===== config.mk =====
export PLATFORM = sky130hd
export DESIGN_NAME = fir_input_stager
export DESIGN_NICKNAME = d
export VERILOG_FILES = /design/src/rtl/fir_structs.sv /design/src/rtl/fir_fifo_ram.sv /design/src/rtl/fir_input_stager.sv
export SDC_FILE = /design/constraint.sdc
export NUM_CORES = 1
export LEC_CHECK = 0
export CAP_MARGIN = 20
export CORE_MARGIN = 2
export CORE_UTILIZATION = 60
export DETAILED_ROUTE_END_ITERATION = 7
export HOLD_SLACK_MARGIN = 0.06
export PLACE_DENSITY = 0.84
export SYNTH_ARGS = -nofsm -noshare
export SYNTH_HDL_FRONTEND = slang
export SYNTH_SLANG_ARGS = --single-unit

===== constraint.sdc =====
create_clock -name clk -period 8.15 [get_ports clk]
set_clock_uncertainty 0.2 [all_clocks]
set_input_delay 0.815 -clock clk [delete_from_list [all_inputs] [get_ports clk]]
set_output_delay 0.815 -clock clk [all_outputs]
set_load 0.005 [all_outputs]

===== src/rtl/fir_structs.sv =====
// rtl/fir_structs.sv - shared FIR types and default sizing constants
package fir_structs;

    localparam int FIR_DATA_W   = 32;
    localparam int FIR_DEPTH    = 8;
    localparam int FIR_NUM_COEF = 8;

    typedef enum logic [1:0] {
        CTRL_IDLE,
        CTRL_MAC,
        CTRL_EMIT
    } ctrl_state_t;

    typedef enum logic {
        LOAD,
        LOADED
    } coef_state_t;

endpackage


===== src/rtl/fir_fifo_ram.sv =====
// rtl/fir_fifo_ram.sv - DEPTH x DATA_W sample storage, sync write, registered read
module fir_fifo_ram #(
    parameter int DATA_W = 32,
    parameter int DEPTH  = 8,
    parameter int AW     = $clog2(DEPTH)
) (
    input  logic              clk,
    input  logic              reset,
    input  logic              wr_en,
    input  logic [AW-1:0]     wr_addr,
    input  logic [DATA_W-1:0] wr_data,
    input  logic              rd_en,
    input  logic [AW-1:0]     rd_addr,
    output logic [DATA_W-1:0] rd_data
);

    logic [DATA_W-1:0] mem [DEPTH];

    always_ff @(posedge clk) begin
        if (wr_en) begin
            mem[wr_addr] <= wr_data;
        end
    end

    // Read register holds the last popped sample until the next accepted read.
    always_ff @(posedge clk or negedge reset) begin
        if (!reset) begin
            rd_data <= '0;
        end else if (rd_en) begin
            rd_data <= mem[rd_addr];
        end
    end

endmodule


===== src/rtl/fir_input_stager.sv =====
// rtl/fir_input_stager.sv - sample FIFO write side and coefficient load sequencer
module fir_input_stager
    import fir_structs::*;
#(
    parameter int DATA_W   = FIR_DATA_W,
    parameter int DEPTH    = FIR_DEPTH,
    parameter int NUM_COEF = FIR_NUM_COEF
) (
    input  logic                        clk,
    input  logic                        reset,
    input  logic                        PushIn,
    input  logic [DATA_W-1:0]           DataIn,
    input  logic                        PushCoef,
    input  logic [DATA_W-1:0]           CoefIn,
    input  logic                        fifoPullOut,
    output logic                        fifo_empty,
    output logic                        fifo_full,
    output logic [DATA_W-1:0]           fifo_data,
    output logic                        CoefWrite,
    output logic [$clog2(NUM_COEF)-1:0] CoefAddr,
    output logic [DATA_W-1:0]           CoefData,
    output logic                        coef_loaded,
    output logic                        overflow,
    output logic                        underflow
);

    localparam int PW  = $clog2(DEPTH);
    localparam int CW  = $clog2(DEPTH + 1);
    localparam int CAW = $clog2(NUM_COEF);
    localparam logic [CAW-1:0] LAST_COEF = CAW'(NUM_COEF - 1);

    logic [PW-1:0] wr_ptr;
    logic [PW-1:0] rd_ptr;
    logic [CW-1:0] count;
    logic          push_ok;
    logic          pull_ok;

    assign fifo_empty = (count == '0);
    assign fifo_full  = (count == CW'(DEPTH));
    assign push_ok    = PushIn && !fifo_full;
    assign pull_ok    = fifoPullOut && !fifo_empty;

    fir_fifo_ram #(
        .DATA_W (DATA_W),
        .DEPTH  (DEPTH),
        .AW     (PW)
    ) u_ram (
        .clk     (clk),
        .reset   (reset),
        .wr_en   (push_ok),
        .wr_addr (wr_ptr),
        .wr_data (DataIn),
        .rd_en   (pull_ok),
        .rd_addr (rd_ptr),
        .rd_data (fifo_data)
    );

    // DEPTH is a power of two, so pointers wrap by natural overflow.
    always_ff @(posedge clk or negedge reset) begin
        if (!reset) begin
            wr_ptr    <= '0;
            rd_ptr    <= '0;
            count     <= '0;
            overflow  <= 1'b0;
            underflow <= 1'b0;
        end else begin
            if (push_ok) begin
                wr_ptr <= wr_ptr + PW'(1);
            end
            if (pull_ok) begin
                rd_ptr <= rd_ptr + PW'(1);
            end
            case ({push_ok, pull_ok})
                2'b10:   count <= count + CW'(1);
                2'b01:   count <= count - CW'(1);
                default: count <= count;
            endcase
            if (PushIn && fifo_full) begin
                overflow <= 1'b1;
            end
            if (fifoPullOut && fifo_empty) begin
                underflow <= 1'b1;
            end
        end
    end

    coef_state_t    coef_state;
    coef_state_t    coef_state_nxt;
    logic [CAW-1:0] coef_cnt;
    logic [CAW-1:0] coef_cnt_nxt;

    always_comb begin
        coef_state_nxt = coef_state;
        coef_cnt_nxt   = coef_cnt;
        if (PushCoef) begin
            coef_cnt_nxt = (coef_cnt == LAST_COEF) ? '0 : coef_cnt + CAW'(1);
        end
        case (coef_state)
            LOAD: begin
                if (PushCoef && (coef_cnt == LAST_COEF)) begin
                    coef_state_nxt = LOADED;
                end
            end
            LOADED:  coef_state_nxt = LOADED;
            default: coef_state_nxt = LOAD;
        endcase
    end

    always_ff @(posedge clk or negedge reset) begin
        if (!reset) begin
            coef_state <= LOAD;
            coef_cnt   <= '0;
            CoefWrite  <= 1'b0;
            CoefAddr   <= '0;
            CoefData   <= '0;
        end else begin
            coef_state <= coef_state_nxt;
            coef_cnt   <= coef_cnt_nxt;
            CoefWrite  <= PushCoef;
            if (PushCoef) begin
                CoefAddr <= coef_cnt;
                CoefData <= CoefIn;
            end
        end
    end

    assign coef_loaded = (coef_state == LOADED);

endmodule


==> results of run 1 <==
power by group through the flow:
stage	Combinational (mW)	Clock (mW)	Sequential, mW
after floorplan	0.948	0	2.37
after global placement	1.39	0	2.43
after detailed placement	1.46	0	2.45
after CTS	1.48	1.58	2.42
after global routing	1.61	1.65	2.46
final	1.49	1.57	2.43
final cells by class:
cell class                      instances  area [sq um]  area share
Clock buffer                           46           947      0.0594
Clock inverter                         15           186      0.0117
Tap cell                              275           344      0.0216
Multi-Input combinational cell        354          3070       0.192
Sequential cell                       340          9790       0.615
Timing Repair Buffer                  156          1580      0.0994
Inverter                                4          15.0    0.000942
Yosys cell counts:
cell type	instances	area (sq um)
sky130_fd_sc_hd__mux2i_1	65	651
sky130_fd_sc_hd__o21ai_0	3	15.0
sky130_fd_sc_hd__clkbuf_2	1	5.00
sky130_fd_sc_hd__xor2_1	4	35.0
sky130_fd_sc_hd__o221ai_1	24	210
sky130_fd_sc_hd__nor2_1	9	33.8
sky130_fd_sc_hd__nand3b_1	1	7.51
sky130_fd_sc_hd__nor3b_1	1	7.51
sky130_fd_sc_hd__a21oi_1	2	10.0
sky130_fd_sc_hd__mux2_2	101	1140
sky130_fd_sc_hd__inv_2	1	3.75
sky130_fd_sc_hd__inv_1	3	11.3
sky130_fd_sc_hd__a21o_1	3	22.5
sky130_fd_sc_hd__nor4b_2	1	15.0
sky130_fd_sc_hd__a221o_1	8	80.1
sky130_fd_sc_hd__buf_4	8	60.1
sky130_fd_sc_hd__nand2b_1	7	43.8
sky130_fd_sc_hd__a22oi_1	24	180
sky130_fd_sc_hd__clkbuf_1	11	41.3
sky130_fd_sc_hd__nor4_4	1	21.3
sky130_fd_sc_hd__xnor2_1	4	35.0
sky130_fd_sc_hd__o22ai_1	9	56.3
sky130_fd_sc_hd__buf_6	5	56.3
sky130_fd_sc_hd__nor2b_1	2	12.5
sky130_fd_sc_hd__nor3_1	2	10.0
sky130_fd_sc_hd__dfrtp_1	84	2100
sky130_fd_sc_hd__ha_1	7	87.6
sky130_fd_sc_hd__nand2_1	45	169
sky130_fd_sc_hd__a41oi_1	1	8.76
sky130_fd_sc_hd__edfxtp_1	256	7690
sky130_fd_sc_hd__a211o_1	1	8.76
sky130_fd_sc_hd__buf_2	10	50.1
sky130_fd_sc_hd__buf_1	4	15.0
sky130_fd_sc_hd__o21ai_1	29	145
sequential cells by signal, indices dropped and copies added, names as in the netlist:
| signal | count |
|---|---|
| overflow | 1 |
| count | 4 |
| wr_ptr | 3 |
| coef_cnt | 3 |
| underflow | 1 |
| u_ram.rd_data | 32 |
| CoefData | 32 |
| u_ram.mem | 256 |
| CoefWrite | 1 |
| CoefAddr | 3 |
| rd_ptr | 3 |
| coef_loaded | 1 |
layer usage:
metal / vias to the layer above / share of wire / GRT usage
li1: 3184 / - / -
met2: 261 / 0.52 / 0.398
met5: - / 0 / 0
met3: 52 / 0.058 / 0.0419
met4: 0 / 0.025 / 0.0808
met1: 3547 / 0.40 / 0.291
how the worst min path moves through the flow:
stage	from	end	slack, ps	cells after the start
3_5_place_dp	overflow	overflow	250	1
4_1_cts	overflow	overflow	260	1
6_report	underflow	underflow	260	1
5_1_grt	overflow	overflow	280	1
3_3_place_gp	overflow	overflow	240	1
2_1_floorplan	coef_loaded	coef_loaded	250	1
what timing repair did:
item / 4_1_cts / 5_1_grt
hold endpoints to repair: 0 / 20
gates resized for setup: 0 / 0
setup endpoints to repair: 0 / 0
hold buffers: 0 / 1
kinds of logic after synthesis:
logic type,Yosys count,synth area share
multiplexers,166,0.137
AND/OR/NAND/NOR,69,0.0246
AO/OA/AOI/OAI,104,0.0565
buffers and inverters,43,0.0186
XOR/XNOR,8,0.00537
adder cells (fa/ha/maj),7,0.00672
flip-flops,340,0.751
worst max-delay path: cells and delay by family, from the launching register on:
kind / cells / cell delay, ps
AOI/OAI and AO/OA: 1 / 170
xor gates and xnor gates: 3 / 490
adders and majority gates: 2 / 530
buffers and inverters: 2 / 680
DFF: 1 / 480
and+or+nand+nor: 3 / 660
==> impl_metrics.sql, run 1 <==
INSERT INTO impl_metrics (metric_group, metric, value, unit) VALUES
('worst_setup_path', 'worstRegToRegCells', '11', ''),
('cells_and_area', 'layout_commonest_cell', 'sky130_fd_sc_hd__edfxtp_1', ''),
('timing', 'timing.max_slew.rel_slack', '0.252', ''),
('cts', 'worst_setup_hold_path_clk_slew', '60', 'ps'),
('power', 'cellInternalPower', '3.89', 'mW'),
('floorplanning', 'floorplan.die_area', '22900', 'sq um'),
('cells_and_area', 'final_cell_mix', 'sky130_fd_sc_hd__edfxtp_1 (256), sky130_fd_sc_hd__clkdlybuf4s50_1 (140), sky130_fd_sc_hd__mux2_2 (101)', ''),
('timing', 'worst_slew_pin_slew', '1120', 'ps'),
('cells_and_area', 'insertedDiodeCount', '0', ''),
('worst_setup_path', 'worst_r2r_startpoint', 'count[2]', ''),
('worst_setup_path', 'timing.critical_path.fanout_max', '67', ''),
('floorplanning', 'initial_core_util', '0.616', ''),
('grt', 'vias_in_the_first_global_route', '7355', ''),
('route', 'initial_drc_count', '430', ''),
('worst_setup_path', 'timing.setup.critical_path_class', 'flip-flop to flip-flop', ''),
('cts', 'cts_root_buffer', 'sky130_fd_sc_hd__clkbuf_16', ''),
('route', 'wirelength', '26300', 'um'),
('place', 'placedCellCount', '1125', ''),
('yosys', 'post_synth_num_cell_types', '34', ''),
('power', 'p_clk_frac', '0.286', ''),
('cells_and_area', 'postLayoutCoreUtil', '0.753', ''),
('floorplanning', 'fp.coreArea', '21200', 'sq um'),
('power', 'power.switching_fraction', '0.291', ''),
('cts', 'cts_tree', 'built', ''),
('worst_setup_path', 'ordered_cell_list_for_the_critical_path', 'nor4_4 -> nand2b_2 -> buf_4 -> inv_2 -> ha_1 -> xor2_1 -> ha_1 -> a21oi_1 -> xor2_1 -> nor2_1 -> xor2_1', ''),
('worst_setup_path', 'reg2reg_setup_slack', '4820', 'ps'),
('outcome', 'result_of_the_run', 'complete, no violations', ''),
('route', 'route.detailed.vias_per_inst', '5.92', ''),
('power', 'power.share.sequential', '0.443', ''),
('worst_setup_path', 'slowest_delay', '550', 'ps'),
('grt', 'gr-total-overflow', '0', ''),
('grt', 'grt_antenna_before_repair', '0', ''),
('grt', 'wire_length_of_the_first_global_routing_pass', '39400', 'um'),
('timing', 'rsz0062_at_grt', 'false', ''),
('cts', 'clock_sink_count', '340', ''),
('cells_and_area', 'final_cell_area', '15900', 'sq um'),
('worst_setup_path', 'endpoint', 'count[2]', ''),
('timing', 'setup_viol_count_final', '0', ''),
('yosys', 'synth-seq-cells', '340', ''),
('yosys', 'synth_cells', '737', ''),
('worst_setup_path', 'critPathRequiredTime', '8350', 'ps'),
('power', 'leakagePower', '5.72', 'nW'),
('timing', 'drv_slew', '0', ''),
('power', 'p_per_area', '344', 'nW/um^2'),
('yosys', 'synth_seq_area_share', '0.751', ''),
('floorplanning', 'boundaryPins', '142', ''),
('place', 'detailedPlacementHpwl', '14900', 'um'),
('worst_setup_path', 'sort_of_element_at_the_start_of_the_critical_path', 'flip-flop', ''),
('cells_and_area', 'fin_nets', '966', ''),
('power', 'pwr-share-comb', '0.272', ''),
('cts', 'post_cts_buffers', '0', ''),
('worst_setup_path', 'crit_slowest_cell', 'sky130_fd_sc_hd__buf_4', ''),
('place', 'post-place-ws', '4490', 'ps'),
('cts', 'cts_buffers', '34', ''),
('timing', 'max_freq', '0.300', 'GHz'),
('timing', 'finalHoldViolations', '0', ''),
('place', 'weighted_congestion_at_the_end_of_routability_driven_global_placement', '0.752', ''),
('power', 'post-layout-total-power', '5.48', 'mW'),
('min_path', 'timing.hold.worst.class', 'flip-flop to flip-flop', ''),
('yosys', 'syn_nets', '813', ''),
('timing', 'totalNegativeSetupSlack', '0', 'ps'),
('power', 'netsw', '1.59', 'mW'),
('worst_setup_path', 'critical_path.reg2reg.endpoint', 'count[2]', ''),
('cells_and_area', 'syn_to_final_growth', '22.3', '%'),
('floorplanning', 'dieWidth', '151', 'um'),
('route', 'routedWlPerCell', '22.1', 'um'),
('route', 'drtPass1Iterations', '5', ''),
('worst_setup_path', 'cp.arrival', '3530', 'ps'),
('cells_and_area', 'final_cell_count_no_fill', '1190', ''),
('floorplanning', 'die_y', '151', 'um'),
('grt', 'largest_net_degree_at_the_start_of_global_routing', '85', '');
Note: power is estimated with default switching activity, not from simulation.
==> run 2: changes to the inputs <==
--- a/config.mk
+++ b/config.mk
@@ -7,10 +7,10 @@
 export LEC_CHECK = 0
 export CAP_MARGIN = 20
 export CORE_MARGIN = 2
-export CORE_UTILIZATION = 60
+export CORE_UTILIZATION = 51
 export DETAILED_ROUTE_END_ITERATION = 7
 export HOLD_SLACK_MARGIN = 0.06
-export PLACE_DENSITY = 0.84
+export PLACE_DENSITY = 0.76
 export SYNTH_ARGS = -nofsm -noshare
 export SYNTH_HDL_FRONTEND = slang
 export SYNTH_SLANG_ARGS = --single-unit
==> constraint.sdc (replaced) <==
create_clock -name clk -period 2.79 [get_ports clk]
set_clock_uncertainty 0.2 [all_clocks]
set_input_delay 0.279 -clock clk [delete_from_list [all_inputs] [get_ports clk]]
set_output_delay 0.279 -clock clk [all_outputs]
set_load 0.005 [all_outputs]
==> run 2 against run 1 <==
Against the previous run: critical path depth decreased by 1; first-iteration DRC count shrank 3.5%; utilization is 11 points lower; largest cell class unchanged; setup slack got worse by 4500 ps; non-clock buffer count grew 8; design area rose by 1.4%; flip-flop and latch count did not move; die area grew 17%; wire length fell by 7.5%.
==> impl_metrics.sql, run 2 (synthesis results as in run 1) <==
INSERT INTO impl_metrics (metric_group, metric, value, unit) VALUES
('route', 'antenna_left', '0', ''),
('cts', 'cts_buffers', '34', ''),
('cts', 'clock_sink_count', '340', ''),
('worst_setup_path', 'critPathRequiredTime', '2960', 'ps'),
('timing', 'finalHoldViolations', '0', ''),
('place', 'detailed_place.area', '15000', 'sq um'),
('grt', 'grt_antenna_before_repair', '0', ''),
('power', 'leakagePower', '5.80', 'nW'),
('timing', 'final_min_period_over_clock_period', '0.894', ''),
('floorplanning', 'die_y', '164', 'um'),
('timing', 'worst_slew_pin_slew', '874', 'ps'),
('cells_and_area', 'fin_nets', '974', ''),
('cells_and_area', 'drive_gt1_frac', '0.204', ''),
('timing', 'timing.max_slew.rel_slack', '0.417', ''),
('timing', 'max_freq', '0.401', 'GHz'),
('worst_setup_path', 'timing.critical_path.fanout_max', '6', ''),
('place', 'detailedPlacementHpwl', '14900', 'um'),
('cts', 'worst_setup_hold_path_clk_slew', '60', 'ps'),
('place', 'numPortBuffers', '141', ''),
('grt', 'gr-total-overflow', '0', ''),
('cells_and_area', 'regMostFlops', 'u_ram.mem', ''),
('worst_setup_path', 'timing.setup.critical_path_class', 'flip-flop to flip-flop', ''),
('route', 'dr_total_vias', '6820', ''),
('worst_setup_path', 'cp.arrival', '2670', 'ps'),
('timing', 'fin_crit', '2500', 'ps'),
('run', 'max_cap_violations', '0', ''),
('route', 'routedWlPerCell', '19.4', 'um'),
('cells_and_area', 'fill_cells', '1750', ''),
('floorplanning', 'dieWidth', '164', 'um'),
('floorplanning', 'initial_core_util', '0.519', ''),
('power', 'p_per_area', '987', 'nW/um^2'),
('cts', 'cts_max_level', '2', ''),
('outcome', 'result_of_the_run', 'complete, no violations', ''),
('worst_setup_path', 'sort_of_element_at_the_start_of_the_critical_path', 'flip-flop', ''),
('power', 'power.ir.vdd_worst', '558', 'uV'),
('timing', 'fin_worst_hold_slack', '97.8', 'ps'),
('cells_and_area', 'layout_commonest_cell', 'sky130_fd_sc_hd__edfxtp_1', ''),
('floorplanning', 'boundaryPins', '142', ''),
('route', 'wirelength', '24400', 'um'),
('cts', 'cts_root_buffer', 'sky130_fd_sc_hd__clkbuf_16', ''),
('cells_and_area', 'largest_reg_flops', '256', ''),
('route', 'drtPass1Iterations', '5', ''),
('place', 'weighted_congestion_at_the_end_of_routability_driven_global_placement', '0.734', ''),
('cells_and_area', 'syn_to_final_growth', '24.0', '%'),
('grt', 'vias_in_the_first_global_route', '7043', ''),
('worst_setup_path', 'ordered_cell_list_for_the_critical_path', 'nor4b_2 -> nor2b_1 -> inv_1 -> ha_1 -> xor2_1 -> ha_1 -> a21oi_1 -> xor2_1 -> nor2_1 -> xor2_1', ''),
('power', 'post-layout-total-power', '16.0', 'mW'),
('worst_setup_path', 'crit_path_end_kind', 'flip-flop', ''),
('floorplanning', 'floorplan.die_area', '26900', 'sq um'),
('floorplanning', 'fp.coreArea', '25100', 'sq um'),
('worst_setup_path', 'slowest_delay', '470', 'ps'),
('grt', 'grtUsageTotal', '0.182', ''),
('route', 'route.detailed.vias_per_inst', '5.44', ''),
('timing', 'rsz0062_at_grt', 'false', ''),
('place', 'post-place-ws', '284', 'ps'),
('grt', 'wire_length_of_the_first_global_routing_pass', '37600', 'um'),
('cells_and_area', 'top_regs', 'u_ram.mem x256, CoefData x32, u_ram.rd_data x32', ''),
('route', 'remaining_drc_errors', '0', ''),
('timing', 'drv_slew', '0', ''),
('cts', 'clk_latency', '510', 'ps'),
('cts', 'cts_tree', 'built', ''),
('timing', 'setup_viol_count_final', '0', ''),
('route', 'initial_drc_count', '415', ''),
('grt', 'largest_net_degree_at_the_start_of_global_routing', '67', ''),
('timing', 'setup_ws', '295', 'ps'),
('timing', 'totalNegativeSetupSlack', '0', 'ps'),
('worst_setup_path', 'crit_slowest_cell', 'sky130_fd_sc_hd__dfrtp_1', ''),
('cts', 'cts-root-to-sink-buffers', '3', ''),
('cells_and_area', 'insertedDiodeCount', '0', ''),
('cells_and_area', 'final_cell_area', '16200', 'sq um'),
('cells_and_area', 'final_cell_mix', 'sky130_fd_sc_hd__edfxtp_1 (256), sky130_fd_sc_hd__clkdlybuf4s50_1 (140), sky130_fd_sc_hd__mux2_2 (101)', ''),
('floorplanning', 'core.rowCount', '58', ''),
('min_path', 'timing.hold.worst.class', 'input pin to async pin', ''),
('worst_setup_path', 'critical_path.most_common_cell', 'sky130_fd_sc_hd__xor2_1', '');
[run 2: critical path: cells and delay by family, from the launching register on]
kind                     cells  cell delay, ps
AO/OA/AOI/OAI                1             140
XOR/XNOR                     3             390
adder cells (fa/ha/maj)      2             460
buffers and inverters        1             130
flip-flops                   1             470
AND/OR/NAND/NOR              3             580
[run 2: per-layer routing]
metal  part of all wire  vias to the layer above  GRT usage
met5                  0                        -          0
met4              0.017                        0     0.0443
met3              0.068                       34     0.0381
met2               0.50                      193      0.323
met1               0.41                     3406      0.230
li1                   -                     3187          -
[run 2: repair_timing]
action	CTS	global route
gates resized for setup	0	0
buffers inserted	0	0
endpoints found under the hold margin	84	0
hold buffers	1	0
[run 2: final cells by class]
cell class                 instances  area [sq um]  area share
tap                              330           413      0.0255
multi-input combinational        354          3080       0.190
sequential                       340          9790       0.606
timing repair buffer             164          1750       0.108
clock inverter                    18           190      0.0118
clock buffer                      43           926      0.0573
inverter                           4          15.0    0.000929
[run 2: path summary, 6_finish.rpt]
path                            slack (ps)  depth (start not counted)      endpoint        from
max in group asynchronous             1660                          3  CoefData[13]       reset
worst min-delay path                   100                          2     wr_ptr[0]       reset
min in group clk                       180                          2  CoefData[23]  CoefIn[23]
worst min register to register         260                          1      overflow    overflow
worst max register to register         290                         10      count[2]    count[2]
worst max-delay path                   290                         10      count[2]    count[2]
[run 2: through the flow]
step	std cells	util
global route	1253	0.644
finish	1253	0.644
CTS	1253	0.644
global placement	1191	0.599
detailed placement	1191	0.599
floorplan	737	-
[run 2: power by group]
| group | switching (mW) | leakage, nW | internal [mW] |
|---|---|---|---|
| registers | 0.478 | 3.31 | 6.45 |
| clock network | 1.79 | 0.551 | 2.72 |
| logic | 2.25 | 1.93 | 2.27 |
| total | 4.51 | 5.80 | 11.4 |
==> run 3: changes to the inputs <==
--- a/config.mk
+++ b/config.mk
@@ -8,9 +8,11 @@
 export CAP_MARGIN = 20
 export CORE_MARGIN = 2
 export CORE_UTILIZATION = 51
+export CTS_CLUSTER_SIZE = 8
 export DETAILED_ROUTE_END_ITERATION = 7
 export HOLD_SLACK_MARGIN = 0.06
 export PLACE_DENSITY = 0.76
+export SLEW_MARGIN = 25
 export SYNTH_ARGS = -nofsm -noshare
 export SYNTH_HDL_FRONTEND = slang
 export SYNTH_SLANG_ARGS = --single-unit
==> constraint.sdc (replaced) <==
create_clock -name clk -period 2.14 [get_ports clk]
set_clock_uncertainty 0.2 [all_clocks]
set_input_delay 0.214 -clock clk [delete_from_list [all_inputs] [get_ports clk]]
set_output_delay 0.214 -clock clk [all_outputs]
set_load 0.005 [all_outputs]
==> run 3 against run 2 <==
Against the previous run: highest routed layer unchanged; setup slack got worse by 500 ps; sequential power increased by 30%; total power increased by 45%; the flow now finishes with violations (setup timing); largest cell class unchanged; fmax increased by 6.4%; clock power increased by 53%.
==> impl_metrics.sql, run 3 (synthesis results as in run 1) <==
INSERT INTO impl_metrics (metric_group, metric, value, unit) VALUES
('timing', 'drv_slew', '0', ''),
('floorplanning', 'initial_core_util', '0.519', ''),
('place', 'post-place-ws', '-181', 'ps'),
('timing', 'setup_viol_count_final', '112', ''),
('worst_setup_path', 'cp_bufs_invs', '3', ''),
('cells_and_area', 'top_regs', 'u_ram.mem x256, CoefData x32, u_ram.rd_data x32', ''),
('outcome', 'result_of_the_run', 'complete, but fails checks', ''),
('place', 'numPortBuffers', '141', ''),
('power', 'power.ir.vdd_worst', '787', 'uV'),
('timing', 'fin_crit', '2350', 'ps'),
('cts', 'cts_buffers', '48', ''),
('cts', 'cts_max_level', '2', ''),
('timing', 'finalHoldViolations', '0', ''),
('timing', 'setup_ws', '-206', 'ps'),
('worst_setup_path', 'crit_path_end_kind', 'flip-flop', ''),
('worst_setup_path', 'critPathRequiredTime', '2390', 'ps'),
('min_path', 'timing.hold.worst.class', 'input pin to flip-flop', ''),
('cts', 'cts_root_buffer', 'sky130_fd_sc_hd__clkbuf_16', ''),
('outcome', 'violations', 'setup timing', ''),
('grt', 'vias_in_the_first_global_route', '7471', ''),
('floorplanning', 'dieWidth', '164', 'um'),
('cells_and_area', 'layout_commonest_cell', 'sky130_fd_sc_hd__edfxtp_1', ''),
('power', 'post-layout-total-power', '23.1', 'mW'),
('worst_setup_path', 'worstRegToRegCells', '10', ''),
('cts', 'worst_setup_hold_path_clk_slew', '50', 'ps'),
('timing', 'worst_slew_pin_slew', '862', 'ps'),
('min_path', 'end_point_of_the_worst_hold_path', 'CoefData[23]', ''),
('min_path', 'min_path_cells', '2', ''),
('floorplanning', 'core.rowCount', '58', ''),
('cells_and_area', 'final_cell_area', '17400', 'sq um'),
('place', 'detailedPlacementHpwl', '16000', 'um'),
('route', 'route.detailed.vias_per_inst', '5.53', ''),
('worst_setup_path', 'crit_slowest_cell', 'sky130_fd_sc_hd__dfrtp_2', ''),
('place', 'detailed_place.area', '15500', 'sq um'),
('floorplanning', 'boundaryPins', '142', ''),
('worst_setup_path', 'ordered_cell_list_for_the_critical_path', 'buf_6 -> nor4_4 -> nand2b_4 -> inv_6 -> buf_4 -> ha_4 -> nand3b_1 -> a211o_1 -> a21oi_2 -> xor2_1', ''),
('grt', 'grtUsageTotal', '0.198', ''),
('route', 'dr_total_vias', '7417', ''),
('worst_setup_path', 'worst_r2r_startpoint', 'count[2]', ''),
('run', 'max_cap_violations', '0', ''),
('cts', 'clk_latency', '540', 'ps'),
('cells_and_area', 'fill_cells', '1598', ''),
('worst_setup_path', 'cp.arrival', '2600', 'ps'),
('worst_setup_path', 'timing.critical_path.fanout_max', '4', ''),
('cells_and_area', 'regMostFlops', 'u_ram.mem', ''),
('worst_setup_path', 'timing.critical_path.max_delay_family', 'simple AND/OR/NAND/NOR gates', ''),
('grt', 'grt_antenna_before_repair', '1', ''),
('grt', 'gr-total-overflow', '0', ''),
('timing', 'max_freq', '0.426', 'GHz'),
('route', 'initial_drc_count', '475', ''),
('place', 'weighted_congestion_at_the_end_of_routability_driven_global_placement', '0.739', ''),
('worst_setup_path', 'reg2reg_setup_slack', '-210', 'ps'),
('grt', 'largest_net_degree_at_the_start_of_global_routing', '67', ''),
('cells_and_area', 'fin_nets', '1053', ''),
('worst_setup_path', 'critical_path.reg2reg.endpoint', 'count[3]', ''),
('route', 'wirelength', '29000', 'um'),
('min_path', 'worstHoldStart', 'CoefIn[23]', ''),
('power', 'leakagePower', '6.38', 'nW'),
('grt', 'wire_length_of_the_first_global_routing_pass', '40400', 'um'),
('worst_setup_path', 'timing.setup.critical_path_class', 'flip-flop to flip-flop', ''),
('timing', 'final_min_period_over_clock_period', '1.10', ''),
('timing', 'rsz0062_at_grt', 'true', ''),
('cells_and_area', 'syn_to_final_growth', '33.7', '%'),
('worst_setup_path', 'slowest_delay', '420', 'ps'),
('worst_setup_path', 'sort_of_element_at_the_start_of_the_critical_path', 'flip-flop', ''),
('power', 'p_per_area', '1320', 'nW/um^2'),
('cts', 'cts_tree', 'built', ''),
('cells_and_area', 'largest_reg_flops', '256', ''),
('timing', 'timing.max_slew.rel_slack', '0.422', ''),
('cells_and_area', 'final_cell_mix', 'sky130_fd_sc_hd__edfxtp_1 (256), sky130_fd_sc_hd__clkdlybuf4s50_1 (138), sky130_fd_sc_hd__mux2_2 (100)', ''),
('floorplanning', 'fp.coreArea', '25100', 'sq um'),
('route', 'remaining_drc_errors', '0', ''),
('floorplanning', 'floorplan.die_area', '26900', 'sq um'),
('route', 'drtPass1Iterations', '4', ''),
('route', 'routedWlPerCell', '21.6', 'um'),
('cts', 'clock_sink_count', '340', ''),
('cts', 'cts-root-to-sink-buffers', '3', ''),
('route', 'antenna_left', '0', ''),
('floorplanning', 'die_y', '164', 'um'),
('cells_and_area', 'drive_gt1_frac', '0.266', '');
## run 3: what timing repair did
item,in CTS,in global routing
setup buffers,4,8
pin swaps,9,9
hold buffers,3,0
resized for setup,13,18
endpoints found under the setup margin,9,231
cloned,0,15
endpoints found under the hold margin,84,0
## run 3: cell type report
class / instances / area [sq um] / area share
Multi-Input combinational cell: 354 / 3160 / 0.181
Timing Repair Buffer: 229 / 2650 / 0.152
Clock inverter: 1 / 30.0 / 0.00172
Tap cell: 330 / 413 / 0.0237
Antenna cell: 1 / 2.50 / 0.000144
Inverter: 4 / 22.5 / 0.00129
Clock buffer: 83 / 1350 / 0.0777
Sequential cell: 340 / 9800 / 0.562
## run 3: worst max path at each step
stage	start	endpoint	cells after the start
final	count[2]	count[3]	10
after global routing	count[2]	count[2]	11
after global placement	count[2]	count[2]	10
after detailed placement	count[2]	count[2]	10
after floorplan	count[2]	count[2]	11
after CTS	count[0]	count[2]	11
## run 3: power by group
group	total (mW)	internal, mW	switching, mW
clock	6.91	4.34	2.57
sequential	9.02	8.43	0.588
combinational	7.13	3.72	3.41
total	23.1	16.5	6.56
## run 3: stage by stage
stage	util	instances	setup TNS (ps)	hold WS, ps
finish	0.694	1342	-3460	91.3
global route	0.694	1342	-12760	84.7
detailed placement	0.616	1228	-899	-8.89
global placement	0.616	1228	-298	-15.5
floorplan	-	737	-14400	-282
CTS	0.675	1319	-267	84.2
## run 3: layer usage
metal	track usage	up-vias	share of wire
met2	0.344	288	0.50
met5	0	-	0
li1	-	3372	-
met4	0.0622	0	0.023
met1	0.250	3703	0.41
met3	0.0427	54	0.068
